==> src/rtl/ulpb_tx_node.sv <==
// rtl/ulpb_tx_node.sv - ULPB ring-bus transmit node: arbitration, address/word serialiser, ACK window.
// Optional macro ULPB_TX_PARITY_EN appends an even-parity bit after every data word.
module ulpb_tx_node #(
    parameter int ADDR_WIDTH   = 8,
    parameter int DATA_WIDTH   = 32,
    parameter int ACK_TIMEOUT  = 16,
    parameter int BITCNT_WIDTH = $clog2((ADDR_WIDTH > DATA_WIDTH) ? ADDR_WIDTH : DATA_WIDTH)
) (
    input  logic                  i_clk,
    input  logic                  i_reset,
    input  logic                  i_in,
    output logic                  o_out,
    input  logic                  i_req_tx,
    input  logic [ADDR_WIDTH-1:0] i_addr,
    input  logic [DATA_WIDTH-1:0] i_tx_data,
    input  logic                  i_tx_valid,
    input  logic                  i_tx_last,
    output logic                  o_tx_ready,
    output logic                  o_tx_done,
    output logic                  o_tx_acked,
    output logic                  o_tx_fail,
    output logic                  o_busy
);

    localparam int ACK_W = (ACK_TIMEOUT > 1) ? $clog2(ACK_TIMEOUT) : 1;

    typedef enum logic [3:0] {
        S_IDLE,
        S_ARB,
        S_ADDR_DRIVE,
        S_ADDR_LATCH,
        S_DATA_DRIVE,
        S_DATA_LATCH,
        S_END_OF_TX,
        S_WAIT_ACK,
        S_FWD,
        S_BUS_RESET
    } state_t;

    state_t                  r_state;
    state_t                  w_next;
    logic                    w_fetch;
    logic                    r_bit_out;
    logic [BITCNT_WIDTH-1:0] r_bitpos;
    logic [ACK_W-1:0]        r_ack_cnt;
    logic [ADDR_WIDTH-1:0]   r_addr_sh;
    logic [DATA_WIDTH-1:0]   r_word_sh;
    logic                    r_last;
    logic                    r_acked;
    logic                    r_fail;
    logic                    r_tx_done;
    logic                    r_in_hi;
`ifdef ULPB_TX_PARITY_EN
    logic                    r_par;
    logic                    r_par_phase;
`endif

    always_comb begin
        w_next  = r_state;
        w_fetch = 1'b0;
        case (r_state)
            S_IDLE: begin
                if (i_req_tx)
                    w_next = S_ARB;
                else if (!i_in)
                    w_next = S_FWD;
            end
            S_ARB:        w_next = i_in ? S_ADDR_DRIVE : S_FWD;
            S_ADDR_DRIVE: w_next = S_ADDR_LATCH;
            S_ADDR_LATCH: begin
                if (r_bitpos != '0)
                    w_next = S_ADDR_DRIVE;
                else
                    w_fetch = 1'b1;
            end
            S_DATA_DRIVE: w_next = S_DATA_LATCH;
            S_DATA_LATCH: begin
                if (r_bitpos != '0)
                    w_next = S_DATA_DRIVE;
`ifdef ULPB_TX_PARITY_EN
                else if (!r_par_phase)
                    w_next = S_DATA_DRIVE;
`endif
                else if (r_last)
                    w_next = S_END_OF_TX;
                else
                    w_fetch = 1'b1;
            end
            S_END_OF_TX:  w_next = S_WAIT_ACK;
            S_WAIT_ACK: begin
                if (!i_in || (r_ack_cnt == ACK_W'(ACK_TIMEOUT - 1)))
                    w_next = S_BUS_RESET;
            end
            S_FWD: begin
                if (i_in && r_in_hi)
                    w_next = S_BUS_RESET;
            end
            S_BUS_RESET:  w_next = S_IDLE;
            default:      w_next = S_IDLE;
        endcase
        // A fetch with no word available aborts straight to the end marker.
        if (w_fetch)
            w_next = i_tx_valid ? S_DATA_DRIVE : S_END_OF_TX;
    end

    always_comb begin
        o_out = r_bit_out;
        case (r_state)
            S_IDLE:      o_out = i_in & ~i_req_tx;
            S_FWD:       o_out = i_in;
            S_END_OF_TX: o_out = 1'b0;
            S_WAIT_ACK:  o_out = 1'b1;
            S_BUS_RESET: o_out = 1'b1;
            default:     o_out = r_bit_out;
        endcase
    end

    always_ff @(posedge i_clk or posedge i_reset) begin
        if (i_reset) begin
            r_state     <= S_IDLE;
            r_bit_out   <= 1'b1;
            r_bitpos    <= '0;
            r_ack_cnt   <= '0;
            r_addr_sh   <= '0;
            r_word_sh   <= '0;
            r_last      <= 1'b0;
            r_acked     <= 1'b0;
            r_fail      <= 1'b0;
            r_tx_done   <= 1'b0;
            r_in_hi     <= 1'b0;
`ifdef ULPB_TX_PARITY_EN
            r_par       <= 1'b0;
            r_par_phase <= 1'b0;
`endif
        end else begin
            r_state   <= w_next;
            r_tx_done <= 1'b0;
            r_in_hi   <= (r_state == S_FWD) && i_in;
            case (r_state)
                S_IDLE: r_bit_out <= 1'b1;
                S_ARB: begin
                    if (i_in) begin
                        r_addr_sh   <= i_addr;
                        r_bit_out   <= i_addr[ADDR_WIDTH-1];
                        r_bitpos    <= BITCNT_WIDTH'(ADDR_WIDTH - 1);
                        r_acked     <= 1'b0;
                        r_fail      <= 1'b0;
`ifdef ULPB_TX_PARITY_EN
                        r_par_phase <= 1'b0;
`endif
                    end
                end
                S_ADDR_LATCH: begin
                    if (r_bitpos != '0) begin
                        r_bitpos  <= r_bitpos - BITCNT_WIDTH'(1);
                        r_bit_out <= r_addr_sh[ADDR_WIDTH-2];
                        r_addr_sh <= r_addr_sh << 1;
                    end
                end
                S_DATA_LATCH: begin
                    if (r_bitpos != '0) begin
                        r_bitpos  <= r_bitpos - BITCNT_WIDTH'(1);
                        r_bit_out <= r_word_sh[DATA_WIDTH-2];
                        r_word_sh <= r_word_sh << 1;
                    end
`ifdef ULPB_TX_PARITY_EN
                    else if (!r_par_phase) begin
                        r_bit_out   <= r_par;
                        r_par_phase <= 1'b1;
                    end
`endif
                end
                S_END_OF_TX: r_ack_cnt <= '0;
                S_WAIT_ACK: begin
                    if (!i_in) begin
                        r_acked   <= 1'b1;
                        r_tx_done <= 1'b1;
                    end else if (r_ack_cnt == ACK_W'(ACK_TIMEOUT - 1)) begin
                        r_fail    <= 1'b1;
                        r_tx_done <= 1'b1;
                    end else begin
                        r_ack_cnt <= r_ack_cnt + ACK_W'(1);
                    end
                end
                S_BUS_RESET: r_bit_out <= 1'b1;
                default: ;
            endcase
            if (w_fetch) begin
                if (i_tx_valid) begin
                    r_word_sh   <= i_tx_data;
                    r_last      <= i_tx_last;
                    r_bit_out   <= i_tx_data[DATA_WIDTH-1];
                    r_bitpos    <= BITCNT_WIDTH'(DATA_WIDTH - 1);
`ifdef ULPB_TX_PARITY_EN
                    r_par       <= ^i_tx_data;
                    r_par_phase <= 1'b0;
`endif
                end else begin
                    r_fail <= 1'b1;
                end
            end
        end
    end

    assign o_tx_ready = w_fetch;
    assign o_tx_done  = r_tx_done;
    // An underflowed transfer reports failure even if the receiver still acked.
    assign o_tx_acked = r_tx_done & r_acked & ~r_fail;
    assign o_tx_fail  = r_tx_done & r_fail;
    assign o_busy     = (r_state != S_IDLE);

endmodule

==> config.mk <==
export PLATFORM = sky130hd
export DESIGN_NAME = ulpb_tx_node
export DESIGN_NICKNAME = d
export VERILOG_FILES = /design/src/rtl/ulpb_tx_node.sv
export SDC_FILE = /design/constraint.sdc
export NUM_CORES = 1
export LEC_CHECK = 0
export ABC_AREA = 1
export ABC_CLOCK_PERIOD_IN_PS = 2700
export CAP_MARGIN = 40
export CORE_UTILIZATION = 40
export DETAILED_ROUTE_END_ITERATION = 10
export GPL_ROUTABILITY_DRIVEN = 0
export PLACE_DENSITY = 0.68
export SLEW_MARGIN = 20
export SYNTH_ARGS = -nofsm -noshare
export SYNTH_HDL_FRONTEND = slang
export SYNTH_SLANG_ARGS = --single-unit
==> constraint.sdc <==
create_clock -name i_clk -period 2.7 [get_ports i_clk]
set_input_delay 0.405 -clock i_clk [delete_from_list [all_inputs] [get_ports i_clk]]
set_output_delay 0.405 -clock i_clk [all_outputs]
set_load 0.01 [all_outputs]
* Yosys cells after proc, flatten, opt, wreduce, memory -nomap -nowiden
Index checks and enable logic that the tools add are counted.
** Word-level totals
- Logic and storage cells :: 106
- Bits of input ports :: 46
- Register bits :: 58
- Output and inout bits :: 6
** Operators by class
- Reductions and logical operators :: 18
- Bitwise logic cells :: 6
- Equality and inequality tests :: 20
- Mux-type cells :: 49
- $add $sub $neg :: 2
** Operator list (number)
- $mux 32 :: 4
- $mux 4 :: 11
- $pmux 4 s9 :: 1
- $mux 5 :: 4
- $mux 1 :: 18
- $eq 4x3->1 const B :: 4
- $mux 7 :: 2
- $pmux 7 s2 :: 1
- $eq 4x4->1 const B :: 3
- $ne 2x2->1 const B :: 5
- $pmux 5 s2 :: 1
- $ne 3x3->1 const B :: 3
- $reduce_and 3->1 :: 3
- $eq 4x2->1 const B :: 2
- $ne 4x4->1 const B :: 2
- $pmux 1 s4 :: 2
- $pmux 4 s2 :: 1
- $pmux 1 s2 :: 3
- $reduce_bool 2->1 :: 3
- $reduce_or 2->1 :: 3
- $reduce_and 5->1 :: 1
- $reduce_bool 5->1 :: 1
- $sub 5x1->5 const B :: 1
- $add 4x1->4 const B :: 1
- other kinds (10) :: 15

* Logic depth before layout (Yosys ltp)
Gate-level depths: netlist of run 1.
- Depth in word-level cells :: 6
- Mapped depth :: 11
- Gate-level depth less buffers :: 10

* Worst setup path after synthesis of run 1
Ideal clock, no wire load.
- Kind :: reg-to-reg
- Start :: reg r_bitpos[0]
- End :: reg r_word_sh[16]
- Period minus slack after synthesis :: 1.670 ns
- Setup slack :: 1.030 ns
- Library setup time :: 0.116 ns
- Path buffers :: 2
- Cell stages (with the launch flop) :: 12
- Required time :: 2.584 ns
- Data arrival time :: 1.554 ns
- Cell sequence :: dfrtp_1 inv_1 ha_1 nand3_2 nor2_2 nand2_1 nand2_2 nand2_2 buf_6 buf_6 nand2_1 nand2_1
** On the way
- Elaborated cells between the ends (all ways) :: 8
- Classes of those cells :: mux (7); reduce/logical (1)
** RTL lines
- start, declared :: line 44 : logic [BITCNT_WIDTH-1:0] r_bitpos;
- start signal, assigned :: line 145 : r_bitpos <= BITCNT_WIDTH'(ADDR_WIDTH - 1);
- start signal, assigned :: line 155 : r_bitpos <= r_bitpos - BITCNT_WIDTH'(1);
- start signal, assigned :: line 162 : r_bitpos <= r_bitpos - BITCNT_WIDTH'(1);
- $reduce_bool 5->1 (*) :: line 71, 78
- $mux 1 (on tied branches) :: line 78, 71
- $pmux 1 s2 (*) :: line 61 : case (r_state)
- net o_tx_ready :: line 18 : output logic o_tx_ready,
- $mux 32 (*) :: line 188 : if (w_fetch) begin
- end signal, assigned :: line 164 : r_word_sh <= r_word_sh << 1;
- end signal, assigned :: line 190 : r_word_sh <= i_tx_data;
- end, declared :: line 47 : logic [DATA_WIDTH-1:0] r_word_sh;
Mark *: on every way through the listed nets, which the timed path passes. The rest lies on a longest branch.
A chain may end at the register's enable or synchronous reset.

* Worst setup path after layout of run 1
- Start :: reg r_state[3]
- End :: out o_out
** On the way
- Word-level cells in the longest chain between the ends :: 3
- Elaborated cells between the ends (all ways) :: 7
- Classes of those cells :: eq/ne (4); mux (1); reduce/logical (2)
** RTL lines
- start, declared :: line 40 : state_t r_state;
- start signal, assigned :: line 136 : r_state <= w_next;
- $eq 4x3->1 or $eq 4x4->1 (tied branches) :: line 108 : case (r_state)
- $reduce_or 2->1 (no line)
- $pmux 1 s4 (*) :: line 108
- end, declared :: line 12 : output logic o_out,
Mark *: on every way between the ends. The rest lies on a longest branch, timed or not.

==> results of run 1 <==
==> state kept, by name (all words and copies together) (netlist names) <==
register	cells
o_tx_done	1
r_ack_cnt	4
r_acked	1
r_addr_sh	7
r_bit_out	1
r_bitpos	5
r_fail	1
r_in_hi	1
r_last	1
r_state	4
r_word_sh	31
==> area by class of cell <==
cell class                      instances  share of cell area (%)
Tap cell                               99                    3.16
Inverter                               31                    2.97
Multi-Input combinational cell        328                    37.1
Clock inverter                          5                    1.98
Sequential cell                        57                    36.5
Clock buffer                           11                    3.87
Timing Repair Buffer                   58                    14.4
==> worst max-delay path: stages, from the launching register on <==
cell and delay (ns):
dfrtp_1 0.46, nor2_4 0.18, nand2_1 0.15, inv_1 0.10, nand3_1 0.08, nor3b_1 0.15, nand3_1 0.08, clkdlybuf4s50_1 0.53
==> power by group through the flow <==
stage	combinational, uW	clock (uW)	sequential (uW)
detailed placement	663	0	1080
floorplan	434	0	1060
finish	665	918	1070
CTS	667	939	1060
global route	767	983	1080
global placement	649	0	1070
==> stage by stage <==
stage / hold slack (ns) / area [sq um]
finish: 0.452 / 3910
global route: 0.496 / 3910
CTS: 0.457 / 3910
detailed placement: 0.485 / 3680
global placement: 0.463 / 3680
floorplan: 0.441 / 3100
==> synthesized netlist by cell type <==
cell type | number | area, sq um
nand2_4 | 1 | 11.3
o2111ai_1 | 3 | 26.3
o211ai_1 | 3 | 22.5
nor2_2 | 4 | 25.0
nand3_2 | 1 | 10.0
nor2_4 | 1 | 11.3
nor3b_1 | 1 | 7.51
buf_6 | 5 | 56.3
nand4_1 | 1 | 6.26
clkbuf_1 | 9 | 33.8
a21o_1 | 1 | 7.51
nand3_1 | 51 | 255
nand2_2 | 3 | 18.8
nand2_1 | 206 | 773
a21oi_1 | 6 | 30.0
o22ai_1 | 1 | 6.26
buf_1 | 1 | 3.75
a22oi_1 | 1 | 7.51
nand2b_1 | 1 | 6.26
nor2_1 | 18 | 67.6
xor2_1 | 2 | 17.5
inv_2 | 3 | 11.3
buf_2 | 3 | 15.0
ha_1 | 2 | 25.0
inv_1 | 28 | 105
dfrtp_1 | 56 | 1400
o21ai_0 | 19 | 95.1
o311ai_0 | 1 | 8.76
o31ai_1 | 1 | 7.51
dfstp_2 | 1 | 26.3
==> routing by layer <==
metal	track usage, %	routed length [microns]
met1	24.6	3260
met2	28.9	3230
met3	6.09	380
met4	4.44	50
met5	0	0
==> path summary, 6_finish.rpt <==
kind                       cells past startpoint             to  slack (ns)         from
max                                            7          o_out        0.22   r_state[3]
min                                            2  r_word_sh[24]        0.45      i_reset
max reg2reg                                    9         r_last        0.59  r_bitpos[0]
min reg2reg                                    2    r_bitpos[4]        0.49  r_bitpos[4]
max in group asynchronous                      3      r_bit_out        1.52      i_reset
min in group i_clk                             2    r_bitpos[4]        0.49  r_bitpos[4]
==> logic make-up after synthesis <==
group / Yosys count / synth area share [%]
simple gates: 288 / 38.5
flops: 57 / 46.1
buf+inv: 49 / 7.27
compound gates: 36 / 6.82
xor+xnor: 2 / 0.565
fa+ha+maj: 2 / 0.807
==> impl_metrics.py, run 1 <==
metrics = {
    "status": {
        "status": "finished, final reports clean",
    },
    "yosys": {
        "synth_area_sq_mm": 0.00310,
        "yosysWarnings": 0,
        "yosys.cell_types.count": 30,
        "syn_avg_cell_area_sq_um": 7.14,
        "synth_cells": 434,
        "ys_ff_latch": 57,
        "syn_nets": 482,
        "synth_seq_area_share_pct": 46.1,
    },
    "finish": {
        "final_util_pct": 53.1,
        "final_common_cell": "nand2_1",
        "diodes": 0,
        "syn2layout_area_growth_pct": 26.3,
        "layout_common_cells": "nand2_1, dfrtp_1, nand3_1, clkdlybuf4s50_1, inv_1",
        "fill_cells": 727,
        "register_area_sq_mm": 0.00143,
        "fin_cells": 589,
        "multi_input_area_sq_mm": 0.00145,
        "nNetsFinal": 533,
        "drive_gt1_share_pct": 7.96,
    },
    "pwr": {
        "swShare_pct": 30.7,
        "p_int_uw": 1840,
        "p_comb_share_pct": 25.1,
        "leakagePower_uw": 0.00208,
        "power_uw": 2650,
        "power-per-cell-area_mw_per_mm2": 677,
        "clkPwrFrac_pct": 34.6,
        "vdd_drop_max_v": 0.000297,
        "switchingPower_uw": 813,
        "seq_power_share_pct": 40.3,
    },
    "timing": {
        "min_period_ns": 2.48,
        "clock_skew_ns": 0.00742,
        "slew_violations": 0,
        "tightest_slew_ns": 0.598,
        "layout_setup_ws_ns": 0.221,
        "slew_headroom_pct": 60.1,
        "fin_crit_sh_pct": 91.8,
        "tns_ns": 0,
        "hold_viol": 0,
        "setup_violations": 0,
        "fmaxAchievable_mhz": 403,
        "rsz0062_at_grt": "false",
    },
    "run": {
        "maxCapViolations": 0,
    },
    "route": {
        "wirelength_microns": 6920,
        "wire_per_inst_microns": 11.7,
        "drtAntennaViolNets": 0,
        "drt-initial-drc-count": 163,
        "first_pass_iters": 4,
        "vias_per_cell": 4.86,
        "vias": 2865,
        "drc": 0,
    },
    "grt": {
        "antenna_found_initial": 0,
        "grt_max_degree": 35,
        "grt_pass1_vias": 2624,
        "grt_pass1_wl_microns": 12000,
        "track_usage_pct": 18.4,
        "grt_overflow": 0,
    },
    "worst_setup_path": {
        "cp-end-kind": "primary output",
        "cp_max_fo": 6,
        "arrival_ns": 2.07,
        "worstSetupPathType": "flip-flop to primary output",
        "cp-start-kind": "flip-flop",
        "cp.required_ns": 2.30,
    },
    "clock_tree": {
        "path_clk_slew_ns": 0.06,
        "root_buffer": "clkbuf_8",
        "cts_made_buffers": 9,
        "clock_path_buffers": 2,
        "cts.sinks": 57,
        "cts_hold_buf": 0,
        "cts_setup_buffers": 0,
        "cts_resized": 0,
        "htree_levels": 3,
        "cts_tree": "done",
        "clk_latency_ns": 0.35,
    },
    "placement": {
        "dp_cells": 573,
        "hpwl_microns": 4570,
        "port-buffer-count": 51,
        "place_ws_ns": 0.379,
    },
    "die": {
        "num_io_pins": 52,
        "dieArea_sq_mm": 0.00810,
        "chipHeight_microns": 90.0,
        "coreArea_sq_mm": 0.00737,
        "rows": 31,
        "initial_utilization_pct": 42.1,
        "chipWidth_microns": 90.0,
    },
    "min_path": {
        "hold_path_class": "input port to asynchronous set/reset pin",
    },
}
Note: power is estimated with default switching activity, not from simulation.
==> run 2, diff against run 1 <==
- TNS_END_PERCENT: unset -> 1
==> results of run 2 <==
Final layout, timing and power as in run 1 (identical DEF).
